**config.mk**
```make
export PLATFORM = sky130hd
export DESIGN_NAME = pe_seq_ctrl
export DESIGN_NICKNAME = d
export VERILOG_FILES = /design/src/rtl/pe_seq_pkg.sv /design/src/rtl/pe_result_fifo.sv /design/src/rtl/pe_seq_ctrl.sv
export SDC_FILE = /design/constraint.sdc
export NUM_CORES = 1
export LEC_CHECK = 0
export ABC_CLOCK_PERIOD_IN_PS = 8400
export BUFFER_PORTS_ARGS = -buffer_cell sky130_fd_sc_hd__buf_2
export CORE_ASPECT_RATIO = 2
export CORE_UTILIZATION = 34
export DETAILED_ROUTE_END_ITERATION = 10
export GPL_TIMING_DRIVEN = 0
export MAX_ROUTING_LAYER = met4
export PLACE_DENSITY_LB_ADDON = 0.05
export SYNTH_ARGS = -nofsm -noshare
export SYNTH_HDL_FRONTEND = slang
export SYNTH_SLANG_ARGS = --single-unit
```
**constraint.sdc**
```tcl
create_clock -name clk -period 8.4 [get_ports clk]
set_clock_uncertainty 0.2 [all_clocks]
set_input_delay 1.26 -clock clk [delete_from_list [all_inputs] [get_ports clk]]
set_output_delay 1.26 -clock clk [all_outputs]
set_load 0.02 [all_outputs]
```
**src/rtl/pe_seq_pkg.sv**
```systemverilog
// Shared types and default sizes for the PE sequencing controller and its result FIFO.
package pe_seq_pkg;

    localparam int ADDR_W_DEF     = 16;
    localparam int CNT_W_DEF      = 8;
    localparam int FIFO_DEPTH_DEF = 2;
    localparam int PE_VEC_W       = 512;

    typedef enum logic [1:0] {
        IDLE  = 2'd0,
        RUN   = 2'd1,
        DRAIN = 2'd2
    } state_e;

    // Bits needed to hold a credit count of 0..depth inclusive.
    function automatic int credit_width(input int depth);
        return $clog2(depth + 1);
    endfunction

endpackage

```
**src/rtl/pe_result_fifo.sv**
```systemverilog
// Synchronous 32-bit result FIFO; a push and a pop in the same cycle both take effect.
module pe_result_fifo #(
    parameter int DEPTH = 2
) (
    input  logic        clk,
    input  logic        rst,
    input  logic        push,
    input  logic [31:0] push_data,
    input  logic        pop,
    output logic [31:0] head_data,
    output logic        not_empty
);

    localparam int PTR_W = (DEPTH > 1) ? $clog2(DEPTH) : 1;
    localparam int OCC_W = $clog2(DEPTH + 1);
    localparam logic [PTR_W-1:0] LAST_PTR  = PTR_W'(DEPTH - 1);
    localparam logic [OCC_W-1:0] DEPTH_OCC = OCC_W'(DEPTH);

    logic [31:0]      mem [DEPTH];
    logic [PTR_W-1:0] wr_ptr;
    logic [PTR_W-1:0] rd_ptr;
    logic [OCC_W-1:0] occ;
    logic             full;
    logic             do_push;
    logic             do_pop;

    function automatic logic [PTR_W-1:0] next_ptr(input logic [PTR_W-1:0] p);
        return (p == LAST_PTR) ? '0 : p + PTR_W'(1);
    endfunction

    assign not_empty = (occ != '0);
    assign full      = (occ == DEPTH_OCC);
    assign do_pop    = pop && not_empty;
    assign do_push   = push && (!full || do_pop);
    assign head_data = mem[rd_ptr];

    // NOTE: the storage array has no reset; occ decides what is visible, so stale words are harmless.
    always_ff @(posedge clk) begin
        if (do_push) begin
            mem[wr_ptr] <= push_data;
        end
    end

    always_ff @(posedge clk or posedge rst) begin
        if (rst) begin
            wr_ptr <= '0;
            rd_ptr <= '0;
            occ    <= '0;
        end else begin
            if (do_push) begin
                wr_ptr <= next_ptr(wr_ptr);
            end
            if (do_pop) begin
                rd_ptr <= next_ptr(rd_ptr);
            end
            case ({do_push, do_pop})
                2'b10:   occ <= occ + OCC_W'(1);
                2'b01:   occ <= occ - OCC_W'(1);
                default: occ <= occ;
            endcase
        end
    end

endmodule

```
**src/rtl/pe_seq_ctrl.sv**
```systemverilog
// Sequences buffer reads into a dot-product PE, gates last chunks on result-FIFO credit,
// and collects PE results in issue order.
module pe_seq_ctrl
    import pe_seq_pkg::*;
#(
    parameter int ADDR_W     = ADDR_W_DEF,
    parameter int CNT_W      = CNT_W_DEF,
    parameter int FIFO_DEPTH = FIFO_DEPTH_DEF
) (
    input  logic              clk,
    input  logic              rst,
    input  logic              start,
    input  logic [CNT_W-1:0]  vec_num,
    input  logic [CNT_W-1:0]  out_num,
    output logic              busy,
    output logic              done,
    output logic [ADDR_W-1:0] nbuf_addr,
    output logic [ADDR_W-1:0] wbuf_addr,
    output logic              buf_rd_en,
    output logic              pe_vld,
    output logic [1:0]        pe_ctl,
    input  logic              pe_vld_o,
    input  logic [31:0]       pe_result,
    output logic [31:0]       res_data,
    output logic              res_valid,
    input  logic              res_ready
);

    localparam int CRED_W = credit_width(FIFO_DEPTH);
    localparam logic [CRED_W-1:0] CRED_INIT = CRED_W'(FIFO_DEPTH);
    localparam logic [CNT_W-1:0]  CNT_ONE   = CNT_W'(1);

    state_e            state;
    state_e            next_state;
    logic [CNT_W-1:0]  vec_q;
    logic [CNT_W-1:0]  out_q;
    logic [CNT_W-1:0]  chunk;
    logic [CNT_W-1:0]  outer;
    logic [CNT_W-1:0]  rcv_cnt;
    logic [ADDR_W-1:0] wbuf_cnt;
    logic [CRED_W-1:0] credit;
    logic              accept;
    logic              zero_job;
    logic              last_chunk;
    logic              last_out;
    logic              issue;
    logic              pop;
    logic              final_rsp;
    logic              done_q;

    assign accept     = start && (state == IDLE);
    assign zero_job   = (vec_num == '0) || (out_num == '0);
    assign last_chunk = (chunk == vec_q - CNT_ONE);
    assign last_out   = (outer == out_q - CNT_ONE);
    assign pop        = res_valid && res_ready;
    assign final_rsp  = (state == DRAIN) && pe_vld_o && (rcv_cnt == out_q - CNT_ONE);

    // NOTE: state-holding blocks use <= so every register samples pre-edge values.
    always_ff @(posedge clk or posedge rst) begin
        if (rst) begin
            state <= IDLE;
        end else begin
            state <= next_state;
        end
    end

    // NOTE: defaults first, so no path through this block can infer a latch.
    always_comb begin
        next_state = state;
        issue      = 1'b0;
        case (state)
            IDLE: begin
                if (accept && !zero_job) begin
                    next_state = RUN;
                end
            end
            RUN: begin
                // Only a last chunk needs a FIFO slot reserved, so only it waits on credit.
                issue = !(last_chunk && (credit == '0));
                if (issue && last_chunk && last_out) begin
                    next_state = DRAIN;
                end
            end
            DRAIN: begin
                if (done_q) begin
                    next_state = IDLE;
                end
            end
            default: next_state = IDLE;
        endcase
    end

    always_ff @(posedge clk or posedge rst) begin
        if (rst) begin
            vec_q    <= '0;
            out_q    <= '0;
            chunk    <= '0;
            outer    <= '0;
            rcv_cnt  <= '0;
            wbuf_cnt <= '0;
            pe_vld   <= 1'b0;
            pe_ctl   <= 2'b00;
            done_q   <= 1'b0;
        end else begin
            done_q <= (accept && zero_job) || (final_rsp && !done_q);
            pe_vld <= issue;
            pe_ctl <= issue ? {last_chunk, (chunk == '0)} : 2'b00;
            if (accept && !zero_job) begin
                vec_q    <= vec_num;
                out_q    <= out_num;
                chunk    <= '0;
                outer    <= '0;
                rcv_cnt  <= '0;
                wbuf_cnt <= '0;
            end else begin
                if (issue) begin
                    wbuf_cnt <= wbuf_cnt + ADDR_W'(1);
                    if (last_chunk) begin
                        chunk <= '0;
                        outer <= outer + CNT_ONE;
                    end else begin
                        chunk <= chunk + CNT_ONE;
                    end
                end
                if (pe_vld_o && (state != IDLE)) begin
                    rcv_cnt <= rcv_cnt + CNT_ONE;
                end
            end
        end
    end

    // Credit tracks free FIFO slots not yet promised to an in-flight dot product.
    always_ff @(posedge clk or posedge rst) begin
        if (rst) begin
            credit <= CRED_INIT;
        end else begin
            case ({issue && last_chunk, pop})
                2'b10:   credit <= credit - CRED_W'(1);
                2'b01:   credit <= credit + CRED_W'(1);
                default: credit <= credit;
            endcase
        end
    end

    assign busy      = (state != IDLE);
    assign done      = done_q;
    assign buf_rd_en = issue;
    assign nbuf_addr = ADDR_W'(chunk);
    assign wbuf_addr = wbuf_cnt;

    pe_result_fifo #(
        .DEPTH (FIFO_DEPTH)
    ) u_fifo (
        .clk       (clk),
        .rst       (rst),
        .push      (pe_vld_o),
        .push_data (pe_result),
        .pop       (res_ready),
        .head_data (res_data),
        .not_empty (res_valid)
    );

endmodule

```
==> PnR_summary.wiki <==
{| class="wikitable"
! Metric !! Value
|-
| Worst path top cell family by delay || compound AO/OA/AOI/OAI gates
|-
| Drt via density || 4.92
|-
| Kind of path behind the tightest hold check || register to register
|-
| I/O pin count || 124
|-
| Worst hold slack after final layout || 291 ps
|-
| Clock net sink count || 132
|-
| Max stage delay on crit path || 530 ps
|-
| Setup repair after global routing missed its margin || false
|-
| Commonest non-fill, non-tap cell in the layout || sky130_fd_sc_hd__buf_2
|-
| Main flop type after synthesis || sky130_fd_sc_hd__dfrtp_1
|-
| Slowest stage cell on the critical path || sky130_fd_sc_hd__or4_4
|-
| Routability-driven placement congestion ratio || 0.776
|-
| Number of nets still failing antenna checks after routing || 0
|-
| Fraction of power consumed by the clock network || 0.329
|-
| Half-perimeter wire length after placement || 10.6 mm
|-
| Buffers and inverters on the worst path || 4
|-
| Power share of the sequential group || 0.374
|-
| Num CTS Buffers || 17
|-
| Register bit total from synthesis || 132
|-
| Status || complete, no violations
|-
| Int Power || 1.71 mW
|-
| Post-synth EDFFs || 64
|-
| Highest net fanout along the worst path || 11
|-
| Portion of total power attributed to combinational logic || 0.298
|-
| Yosys warning total || 0
|-
| First-pass GRT wire length || 22.7 mm
|-
| Ratio of final minimum period to clock period || 0.538
|-
| Antenna violations before repair || 0
|-
| Cell area after layout || 0.00769 mm2
|-
| Startpoint-to-endpoint class of the critical path || register to primary output
|-
| Die span in y || 191 um
|-
| Critical Path AT || 3060 ps
|-
| CTS root buf || sky130_fd_sc_hd__clkbuf_16
|-
| Switching portion of total power || 0.328
|-
| Reported net switching power || 0.834 mW
|-
| Overall routed net length || 14.3 mm
|-
| Pin count of the biggest net entering global routing || 69
|-
| Effective utilization at floorplan || 0.345
|-
| Final count of negative-setup-slack endpoints || 0
|-
| Maximum clock insertion buffer count || 2
|-
| Highest Clock Rate || 0.221 GHz
|-
| Overall routing resource usage || 0.163
|-
| Total leakage power || 3.35 nW
|-
| Post-CTS Setup Repair Bufs || 0
|-
| Required arrival time at the worst endpoint || 6940 ps
|-
| Worst-case headroom to the max-slew limit || 0.415
|-
| Commonest cells after routing, fill and taps aside || 120 x sky130_fd_sc_hd__buf_2, 70 x sky130_fd_sc_hd__nand2_1, 67 x sky130_fd_sc_hd__dfrtp_1, 64 x sky130_fd_sc_hd__edfxtp_1, 32 x sky130_fd_sc_hd__mux2_2
|-
| Core footprint || 0.0177 mm2
|-
| DRC violation count after routing || 0
|-
| Number of cell rows || 69
|-
| Actual slew at the worst max-slew pin || 877 ps
|-
| Pwr/cell area || 331 mW/mm2
|-
| Final total negative setup slack || 0 ps
|-
| Post-synthesis instance area || 0.00610 mm2
|-
| Mean instance size in the synthesized netlist || 11.7 um2
|-
| Met2 usage in global routing || 0.325
|-
| CTS tree || built
|-
| Die area || 0.0185 mm2
|-
| Max Slew Vio Count || 0
|-
| Die width || 96.7 um
|-
| Latest clock arrival within the worst-skew pair || 410 ps
|-
| Number of gates given a new drive strength after cts || 0
|-
| Register clock-pin slew on the reported worst setup and hold paths || 60 ps
|-
| Vias after detailed routing || 4377
|-
| Share of post-route cells with drive strength above 1 || 0.300
|-
| Global routing's busiest layer || met2
|-
| Aggregate global routing overflow || 0
|-
| Global Route met1 Usage || 0.150
|-
| Average wire per cell in the routed design || 16.1 um
|-
| Count of input and output buffers || 115
|-
| CTS HTree Levels || 4
|-
| Met3 usage in global routing || 0.0311
|-
| Instance area at placement || 0.00702 mm2
|-
| Area Overhead vs Synth || 26.1%
|-
| Via count of the first global-routing pass || 4511
|-
| Filler Cells Inserted || 1679
|-
| Share of synthesized flip-flops with an asynchronous set or reset || 0.515
|-
| Total Nets Final || 724
|-
| Antenna fix cells || 0
|-
| Critical path, cell by cell || inv_1 > ha_1 > xnor2_1 > or4_4 > a2111oi_4 > a21o_1 > inv_1 > buf_2 > buf_2
|-
| Worst-case vdd ir drop || 0.175 mV
|-
| Cts-stage hold buffer count || 0
|-
| Number of different library cells in the post-synthesis netlist || 48
|-
| Sort of element at the end of the critical path || primary output
|-
| Seq/Total Area, Yosys || 0.594
|-
| First-pass iteration count of the detailed router || 4
|-
| Iteration-0 DRC Markers || 87
|-
| Reported max-cap violation count || 0
|-
| Post-synthesis instance total || 520
|-
| Fin crit period || 4520 ps
|-
| Final Hold Vio Count || 0
|-
| Sort of element at the start of the critical path || register
|}
through the flow:
step | power [mW] | utilization | worst slack, ps | instances
global route | 2.69 | 0.434 | 3700 | 889
detailed placement | 1.74 | 0.397 | 4250 | 857
finish | 2.54 | 0.434 | 3880 | 889
CTS | 2.59 | 0.434 | 3800 | 889
global placement | 1.71 | 0.394 | 3900 | 855
floorplan | 1.48 | - | 4740 | 527
power groups by stage:
stage / combinational [mW] / clock (mW) / sequential (mW)
finish: 0.756 / 0.836 / 0.950
global placement: 0.745 / 0 / 0.963
detailed placement: 0.774 / 0 / 0.962
floorplan: 0.505 / 0 / 0.977
global route: 0.832 / 0.887 / 0.967
CTS: 0.776 / 0.860 / 0.950
metal layers:
metal	share of wire	wire length (um)
met1	0.36	5210
met2	0.60	8560
met3	0.029	415
met4	0.0087	125
met5	0	0
worst paths after layout:
check	from	end	slack, ps	cells after the start
setup / recovery	vec_q[0]$_DFFE_PP0P_	buf_rd_en	3880	9
hold / removal	wbuf_addr[15]$_DFFE_PP0P_	wbuf_addr[15]$_DFFE_PP0P_	290	1
setup reg to reg	vec_q[0]$_DFFE_PP0P_	credit[1]$_DFFE_PP1P_	4950	11
hold reg to reg	wbuf_addr[15]$_DFFE_PP0P_	wbuf_addr[15]$_DFFE_PP0P_	290	1
max in group asynchronous	rst	vec_q[7]$_DFFE_PP0P_	6590	2
min in group asynchronous	rst	wbuf_addr[0]$_DFFE_PP0P_	840	2
flip-flops by register name, indices dropped and copies added (netlist names):
register       flops
chunk              8
credit             2
done               1
out_q              8
outer              8
pe_ctl             2
pe_vld             1
rcv_cnt            8
state              2
u_fifo.mem        64
u_fifo.occ         2
u_fifo.rd_ptr      1
u_fifo.wr_ptr      1
vec_q              8
wbuf_addr         16
worst reg2reg max path, cell delays in order, from the launching register on:
cell	delay (ps)
sky130_fd_sc_hd__dfrtp_1	450
sky130_fd_sc_hd__inv_1	80
sky130_fd_sc_hd__ha_1	310
sky130_fd_sc_hd__xnor2_1	130
sky130_fd_sc_hd__or4_4	530
sky130_fd_sc_hd__a2111oi_4	510
sky130_fd_sc_hd__nand2_2	190
sky130_fd_sc_hd__clkbuf_1	290
sky130_fd_sc_hd__ha_1	280
sky130_fd_sc_hd__xor2_1	140
sky130_fd_sc_hd__nor2_1	120
sky130_fd_sc_hd__xor2_1	160
synth_stat cells, types with 10 or more instances:
cell type | n | area, um2
sky130_fd_sc_hd__xor2_1 | 20 | 175
sky130_fd_sc_hd__o21ai_0 | 22 | 110
sky130_fd_sc_hd__nand3_1 | 23 | 115
sky130_fd_sc_hd__nand4_1 | 10 | 62.6
sky130_fd_sc_hd__dfrtp_1 | 67 | 1680
sky130_fd_sc_hd__mux2_2 | 32 | 360
sky130_fd_sc_hd__edfxtp_1 | 64 | 1920
sky130_fd_sc_hd__nor2_1 | 26 | 97.6
sky130_fd_sc_hd__a21oi_1 | 15 | 75.1
sky130_fd_sc_hd__xnor2_1 | 28 | 245
sky130_fd_sc_hd__inv_1 | 16 | 60.1
sky130_fd_sc_hd__nand2_1 | 70 | 263
sky130_fd_sc_hd__clkbuf_1 | 13 | 48.8
kinds of logic after synthesis:
| family | count (synthesis) | synth area share |
|---|---|---|
| buffers and inverters | 44 | 0.0330 |
| other | 1 | 0.000615 |
| multiplexers | 39 | 0.0706 |
| AO/OA/AOI/OAI | 67 | 0.0716 |
| flip-flops | 132 | 0.594 |
| adder cells (fa/ha/maj) | 8 | 0.0164 |
| XOR/XNOR | 48 | 0.0689 |
| AND/OR/NAND/NOR | 181 | 0.144 |
layout make-up:
cell class,count,area [um2],area share
clock buffers,19,433,0.0563
multi-input cells,351,2310,0.301
inverters,16,62.6,0.00814
plain buffers,28,141,0.0184
flip-flops and latches,132,3620,0.472
well taps,213,267,0.0347
clock inverters,13,230,0.0299
repair buffers,117,616,0.0801
(Power assumes the default switching activity.)
